`src/rtl/snake_game_ctrl.sv`:
```
// ---------------------------------------------------------------------------
// snake_game_ctrl
//
// Top-level sequencer for the snake game. Owns the game-state FSM, the BCD
// score / high-score counters, the food-driven speed level and the movement
// tick whose period shrinks as the level rises. Feeds the 8-digit seven-segment
// controller with {high score, score}.
//
// Optional feature: define SNAKE_CTRL_BLINK_EN to blink the lower four (score)
// digits with half-period BLINK_DIV while paused or game over. Without the
// macro disp_les_o is tied to 8'h00.
//
// Ports:
//   clk_i          system clock
//   rst_ni         asynchronous active-low reset
//   btn_start_i    debounced one-cycle start pulse
//   btn_pause_i    debounced one-cycle pause pulse
//   get_food_i     one-cycle pulse, snake head reached food
//   collision_i    one-cycle pulse, wall or self hit
//   game_state_o   00 idle, 01 play, 11 pause, 10 over
//   move_tick_o    one-cycle pulse, advance snake one cell
//   score_bcd_o    current score, 4 BCD digits
//   high_bcd_o     high score, 4 BCD digits
//   level_o        current speed level
//   disp_hexs_o    {high_bcd_o, score_bcd_o}
//   disp_les_o     per-digit blank enable (1 = blank)
// ---------------------------------------------------------------------------
module snake_game_ctrl #(
    parameter int unsigned TICK_BASE       = 25000000,
    parameter int unsigned TICK_STEP       = 2000000,
    parameter int unsigned MAX_LEVEL       = 8,
    parameter int unsigned FOODS_PER_LEVEL = 5,
    parameter int unsigned BLINK_DIV       = 12500000
) (
    input  logic        clk_i,
    input  logic        rst_ni,
    input  logic        btn_start_i,
    input  logic        btn_pause_i,
    input  logic        get_food_i,
    input  logic        collision_i,
    output logic [1:0]  game_state_o,
    output logic        move_tick_o,
    output logic [15:0] score_bcd_o,
    output logic [15:0] high_bcd_o,
    output logic [3:0]  level_o,
    output logic [31:0] disp_hexs_o,
    output logic [7:0]  disp_les_o
);

    localparam int unsigned TickW = (TICK_BASE > 1) ? $clog2(TICK_BASE) : 1;
    localparam int unsigned FoodW = (FOODS_PER_LEVEL > 1) ? $clog2(FOODS_PER_LEVEL) : 1;

    // Elaboration-time sanity check: the shortest period must still be >= 2.
    if ((TICK_BASE < MAX_LEVEL * TICK_STEP + 2) || (BLINK_DIV == 0) ||
        (FOODS_PER_LEVEL == 0) || (MAX_LEVEL > 15)) begin : gen_bad_cfg
        $error("snake_game_ctrl: illegal parameter combination");
    end

    // Encodings are the externally visible game_state values.
    typedef enum logic [1:0] {
        StIdle  = 2'b00,
        StPlay  = 2'b01,
        StOver  = 2'b10,
        StPause = 2'b11
    } state_e;

    state_e             state_q, state_d;
    logic [15:0]        score_q, score_d;
    logic [15:0]        high_q, high_d;
    logic [3:0]         level_q, level_d;
    logic [FoodW-1:0]   food_q, food_d;
    logic [TickW-1:0]   tick_cnt_q, tick_cnt_d;
    logic               move_tick_q, move_tick_d;
    logic [TickW-1:0]   tick_lim;
    logic               play_live;

    // Decimal increment with digit carry, saturating at 9999.
    function automatic logic [15:0] bcd_inc(input logic [15:0] v);
        logic [15:0] r;
        logic        carry;
        r     = v;
        carry = 1'b1;
        if (v != 16'h9999) begin
            for (int i = 0; i < 4; i++) begin
                if (carry) begin
                    if (r[4*i +: 4] == 4'd9) begin
                        r[4*i +: 4] = 4'd0;
                    end else begin
                        r[4*i +: 4] = r[4*i +: 4] + 4'd1;
                        carry       = 1'b0;
                    end
                end
            end
        end
        return r;
    endfunction

    // ---------------- FSM: state register ----------------
    always_ff @(posedge clk_i or negedge rst_ni) begin
        if (!rst_ni) begin
            state_q <= StIdle;
        end else begin
            state_q <= state_d;
        end
    end

    // ---------------- FSM: next state ----------------
    always_comb begin
        state_d = state_q;
        unique case (state_q)
            StIdle:  if (btn_start_i) state_d = StPlay;
            StPlay: begin
                if (collision_i) begin
                    state_d = StOver;
                end else if (btn_pause_i) begin
                    state_d = StPause;
                end
            end
            StPause: if (btn_pause_i) state_d = StPlay;
            StOver:  if (btn_start_i) state_d = StIdle;
            default: state_d = StIdle;
        endcase
    end

    // ---------------- FSM: datapath / registered outputs ----------------
    // Tick limit uses the current level, so a level step that leaves the
    // counter beyond the new limit fires the tick on the following cycle.
    always_comb begin
        tick_lim = TickW'(32'(TICK_BASE) - 32'(TICK_STEP) * {28'd0, level_q} - 32'd1);
    end

    // Collision wins over food and pause in the same cycle.
    assign play_live = (state_q == StPlay) && !collision_i;

    always_comb begin
        score_d     = score_q;
        high_d      = high_q;
        level_d     = level_q;
        food_d      = food_q;
        tick_cnt_d  = tick_cnt_q;
        move_tick_d = 1'b0;

        if (state_q == StIdle && btn_start_i) begin
            score_d    = '0;
            level_d    = '0;
            food_d     = '0;
            tick_cnt_d = '0;
        end

        // BCD digits compare in the same order as the binary encoding.
        if (state_q == StPlay && collision_i && (score_q > high_q)) begin
            high_d = score_q;
        end

        if (play_live && get_food_i) begin
            score_d = bcd_inc(score_q);
            if (food_q == FoodW'(FOODS_PER_LEVEL - 1)) begin
                food_d = '0;
                if (level_q < 4'(MAX_LEVEL)) begin
                    level_d = level_q + 4'd1;
                end
            end else begin
                food_d = food_q + 1'b1;
            end
        end

        // Counter only advances on cycles that stay in play; it holds across pause.
        if (play_live && !btn_pause_i) begin
            if (tick_cnt_q >= tick_lim) begin
                tick_cnt_d  = '0;
                move_tick_d = 1'b1;
            end else begin
                tick_cnt_d = tick_cnt_q + 1'b1;
            end
        end
    end

    always_ff @(posedge clk_i or negedge rst_ni) begin
        if (!rst_ni) begin
            score_q     <= '0;
            high_q      <= '0;
            level_q     <= '0;
            food_q      <= '0;
            tick_cnt_q  <= '0;
            move_tick_q <= 1'b0;
        end else begin
            score_q     <= score_d;
            high_q      <= high_d;
            level_q     <= level_d;
            food_q      <= food_d;
            tick_cnt_q  <= tick_cnt_d;
            move_tick_q <= move_tick_d;
        end
    end

`ifdef SNAKE_CTRL_BLINK_EN
    localparam int unsigned BlinkW = (BLINK_DIV > 1) ? $clog2(BLINK_DIV) : 1;

    logic [BlinkW-1:0] blink_cnt_q, blink_cnt_d;
    logic              phase_q, phase_d;

    // Runs only while staying in pause/over; any entry or exit restarts it
    // so the first half-period always shows the digits.
    always_comb begin
        blink_cnt_d = '0;
        phase_d     = 1'b0;
        if ((state_q == StPause || state_q == StOver) && state_d == state_q) begin
            phase_d = phase_q;
            if (blink_cnt_q == BlinkW'(BLINK_DIV - 1)) begin
                blink_cnt_d = '0;
                phase_d     = ~phase_q;
            end else begin
                blink_cnt_d = blink_cnt_q + 1'b1;
            end
        end
    end

    always_ff @(posedge clk_i or negedge rst_ni) begin
        if (!rst_ni) begin
            blink_cnt_q <= '0;
            phase_q     <= 1'b0;
        end else begin
            blink_cnt_q <= blink_cnt_d;
            phase_q     <= phase_d;
        end
    end

    assign disp_les_o = phase_q ? 8'h0F : 8'h00;
`else
    assign disp_les_o = 8'h00;
`endif

    assign game_state_o = state_q;
    assign move_tick_o  = move_tick_q;
    assign score_bcd_o  = score_q;
    assign high_bcd_o   = high_q;
    assign level_o      = level_q;
    assign disp_hexs_o  = {high_q, score_q};

endmodule

```
`config.mk`:
```
export PLATFORM = sky130hd
export DESIGN_NAME = snake_game_ctrl
export DESIGN_NICKNAME = d
export VERILOG_FILES = /design/src/rtl/snake_game_ctrl.sv
export SDC_FILE = /design/constraint.sdc
export NUM_CORES = 1
export LEC_CHECK = 0
export BUFFER_PORTS_ARGS = -buffer_cell sky130_fd_sc_hd__buf_2
export CAP_MARGIN = 20
export CORE_UTILIZATION = 42
export DETAILED_ROUTE_END_ITERATION = 12
export HOLD_SLACK_MARGIN = 0.08
export PLACE_DENSITY = 0.63
export SLEW_MARGIN = 10
export SYNTH_ARGS = -nofsm -noshare
export SYNTH_HDL_FRONTEND = slang
export SYNTH_SLANG_ARGS = --single-unit
```
`constraint.sdc`:
```
create_clock -name clk_i -period 4.55 [get_ports clk_i]
set_input_delay 0.455 -clock clk_i [delete_from_list [all_inputs] [get_ports clk_i]]
set_output_delay 0.455 -clock clk_i [all_outputs]
set_load 0.05 [all_outputs]
```
==> summary.md <==
| Metric | Value |
|---|---|
| Result of the run | `finished, violations left` |
| Failing checks | `negative setup slack` |
| Hold EP | `game_state_o[1]$_DFFE_PN0P_` |
| First-pass GRT wire length | `20,600 um` |
| Ranking of synthesized cells by area | `dfrtp_1 (31%), ha_1 (15%), buf_4 (5.6%)` |
| Final Setup Violations | `5` |
| Sequential-to-total area share from yosys stat | `31.2%` |
| Final period util | `101%` |
| Syn-to-layout area delta | `18.8%` |
| # nets final | `734` |
| Vias in the first global route | `4,243` |
| DRC viols | `0` |
| Power, Total | `2.69 mW` |
| Die height | `115 um` |
| Core area | `12,300 um^2` |
| Remaining Overflow, GRT | `0` |
| Row cnt | `40` |
| FMAX | `218 MHz` |
| Cts bufs inserted | `9` |
| Reg2Reg Setup Slack | `-0.04 ns` |
| CTS tree | `yes` |
| Hold depth | `2` |
| Initial DRT Pass Iterations | `4` |
| CP Class | `flip-flop to flip-flop` |
| Synth cell types | `63` |
| Pre-CTS setup slack | `-0.146 ns` |
| Clock Sinks | `67` |
| Asr flop ratio synth | `100%` |
| Cell Area, Placed | `5770 um^2` |
| Syn Std Cell Area | `5370 um^2` |
| Sequential power share | `30.0%` |
| # IOs | `85` |
| Post-synth EDFFs | `0` |
| Skew-Pair Late Insertion Delay | `0.34 ns` |
| DR vias/cell | `5.26` |
| GRT Total Usage | `19.7%` |
| RSZ-0062 raised after global routing | `true` |
| Logic pwr share | `45.7%` |
| Int Pwr | `1.42 mW` |
| Primary FF master, synth | `dfrtp_1` |
| Clock slew at reported path FFs | `0.06 ns` |
| Layout Skew | `0.00713 ns` |
| Rel. slew slack | `51.4%` |
| CP max FO | `7` |
| Ant. Diodes | `0` |
| Cells after Synth | `584` |
| Psw | `1.28 mW` |
| HPWL after detailed placement | `9130 um` |
| Total wire length | `12,300 um` |
| Max-Cap Viols | `0` |
| Worst Setup SP | `level_o[1]$_DFF_PN0_` |
| Fill cell count | `1,120` |
| Fin. Hold Viols | `0` |
| Flops & latches, synth | `67` |
| Leak pwr | `3.25 nW` |
| Peak VDD IR | `0.000333 V` |
| Pwr Density | `422 nW/um^2` |
| Root buf cell | `clkbuf_16` |
| Yosys top cell area share | `31.2%` |
| Port Buf Inserts | `76` |
| Routed Antenna Nets | `0` |
| Min-delay src | `btn_pause_i` |
| Post-route setup TNS | `-0.123 ns` |
| Pin count of the biggest net entering global routing | `45` |
| Worst R2R Start | `level_o[1]$_DFF_PN0_` |
| Minimum clock period | `4.59 ns` |
| Max H-tree Level | `3` |
| Initial antenna violation count | `0` |
| Clk network pwr share | `24.3%` |
| R2r worst-path depth | `18` |
| Min-Delay Path Class | `input pin to flip-flop` |
| Initial Util | `43.8%` |
| Most frequent cells in the layout | `buf_2 (76), ha_1 (65), dfrtp_1 (64)` |
| First DRT Iteration DRCs | `155` |
| Worst Tran Pin Value | `0.728 ns` |
| R2R Path End | `tick_cnt_q[12]$_DFFE_PN0P_` |
| Worst Path Required | `4.78 ns` |
| Avg Inst Size Synth | `9.20 um^2` |
| Placed cell count | `800` |
| Final instance area | `6380 um^2` |
| Max Root-Sink Buffers | `2` |
| Slew Viols, Final | `0` |
| Sw frac | `47.5%` |
| Vias | `4,364` |
| Die X | `115 um` |
| Setup WS post-layout | `-0.0415 ns` |
| Wirelength per Cell | `14.9 um` |
| Post-synth top area cell | `dfrtp_1` |
| Proportion of layout cells with a drive suffix above 1 | `27.9%` |
| Die area | `13,200 um^2` |
| Crit. End Element | `flip-flop` |
| Routability Congestion | `0.799` |
| Most common cell after layout, fill and taps aside | `buf_2` |
| Cell Count, Final, Fillers Out | `830` |
| Yosys warns | `0` |
| CP arrival | `4.82 ns` |
| Critical Path Start Type | `flip-flop` |
## cell type report
| type | count | area (um^2) | area share (%) |
|---|---|---|---|
| Clock inverter | 6 | 40.0 | 0.628 |
| Multi-Input combinational cell | 428 | 3370 | 52.8 |
| Clock buffer | 10 | 239 | 3.75 |
| Tap cell | 168 | 210 | 3.30 |
| Sequential cell | 67 | 1690 | 26.4 |
| Timing Repair Buffer | 109 | 677 | 10.6 |
| Inverter | 42 | 158 | 2.47 |
## through the flow
step	hold slack, ns	utilization (%)
after CTS	0.334	51.3
after floorplan	0.159	-
after global placement	0.477	47.1
after global routing	0.346	52.0
after detailed placement	0.484	47.1
final	0.339	52.0
## layer usage
metal,vias up,wire [um],GRT usage (%)
li1,2179,-,-
met1,2104,5880,26.2
met2,70,5990,32.4
met3,11,315,2.79
met4,0,143,7.79
met5,-,0,0
## worst max-delay path: stages, from the launching register on
cell and delay (ns):
dfrtp_4 0.50, fa_1 0.60, fa_1 0.47, ha_4 0.20, a211o_1 0.24, a21o_1 0.17, a22oi_2 0.18, xor2_2 0.19
o21ai_1 0.11, xnor2_1 0.15, ha_1 0.33, nand4_1 0.18, nor4_4 0.27, o311ai_4 0.17, nand4_4 0.18, buf_8 0.14
buf_8 0.14, nor3_2 0.05, a211o_1 0.22
## logic make-up (layout without fill, tap and decap cells)
logic type / count (synthesis) / count (layout) / synth area share [%]
multiplexers: 20 / 20 / 4.05
buffers and inverters: 96 / 167 / 10.0
AO/OA/AOI/OAI: 115 / 115 / 14.3
other: 1 / 8 / 0.0698
XOR/XNOR: 25 / 25 / 4.08
flip-flops: 67 / 67 / 31.2
adder cells (fa/ha/maj): 71 / 71 / 17.2
AND/OR/NAND/NOR: 189 / 189 / 19.1
## cells in the mapped netlist (all sizes together), types with 3 or more instances
cell type and number:
o31ai 5, nor3 21, inv 42, buf 52, nand2 49, nor4 10
xor2 9, and2 5, a21oi 23, nand3b 3, o211ai 4, ha 66
nor3b 9, nor2b 6, a211o 6, and3 6, fa 5, a21o 19
o21ai 40, mux2i 6, mux2 14, nand4 14, dfrtp 67, a211oi 3
xnor2 16, nand3 17, nor2 29, nand2b 8
## how the worst max path moves through the flow
stage                                 end  slack, ns  depth (start not counted)
5_1_grt        tick_cnt_q[23]$_DFFE_PN0P_      -0.28                         17
2_1_floorplan  tick_cnt_q[11]$_DFFE_PN0P_      0.009                         18
4_1_cts        tick_cnt_q[16]$_DFFE_PN0P_      -0.04                         18
6_report       tick_cnt_q[12]$_DFFE_PN0P_      -0.04                         18
3_3_place_gp   tick_cnt_q[16]$_DFFE_PN0P_      -0.01                         19
3_5_place_dp    tick_cnt_q[9]$_DFFE_PN0P_      -0.15                         17
## power by group through the flow
stage	Combinational [mW]	Clock [mW]	Sequential, mW
3_3_place_gp	1.17	0	0.812
6_report	1.23	0.655	0.809
2_1_floorplan	0.786	0	1.02
4_1_cts	1.23	0.673	0.809
3_5_place_dp	1.18	0	0.820
5_1_grt	1.33	0.691	0.830
## registers in the layout, indices dropped and copies added (netlist names)
signal        flops
food_q            3
game_state_o      2
high_bcd_o       16
level_o           4
move_tick_o       1
score_bcd_o      16
tick_cnt_q       25
## what timing repair did
| action | in CTS | in global routing |
|---|---|---|
| pin swaps | 11 | 12 |
| endpoints found under the setup margin | 21 | 26 |
| gates resized for setup | 33 | 25 |
| hold buffers | 0 | 1 |
| setup buffers | 12 | 0 |
| gates cloned | 1 | 0 |
| endpoints found under the hold margin | 0 | 15 |
Power figures use the tool's default switching activity.
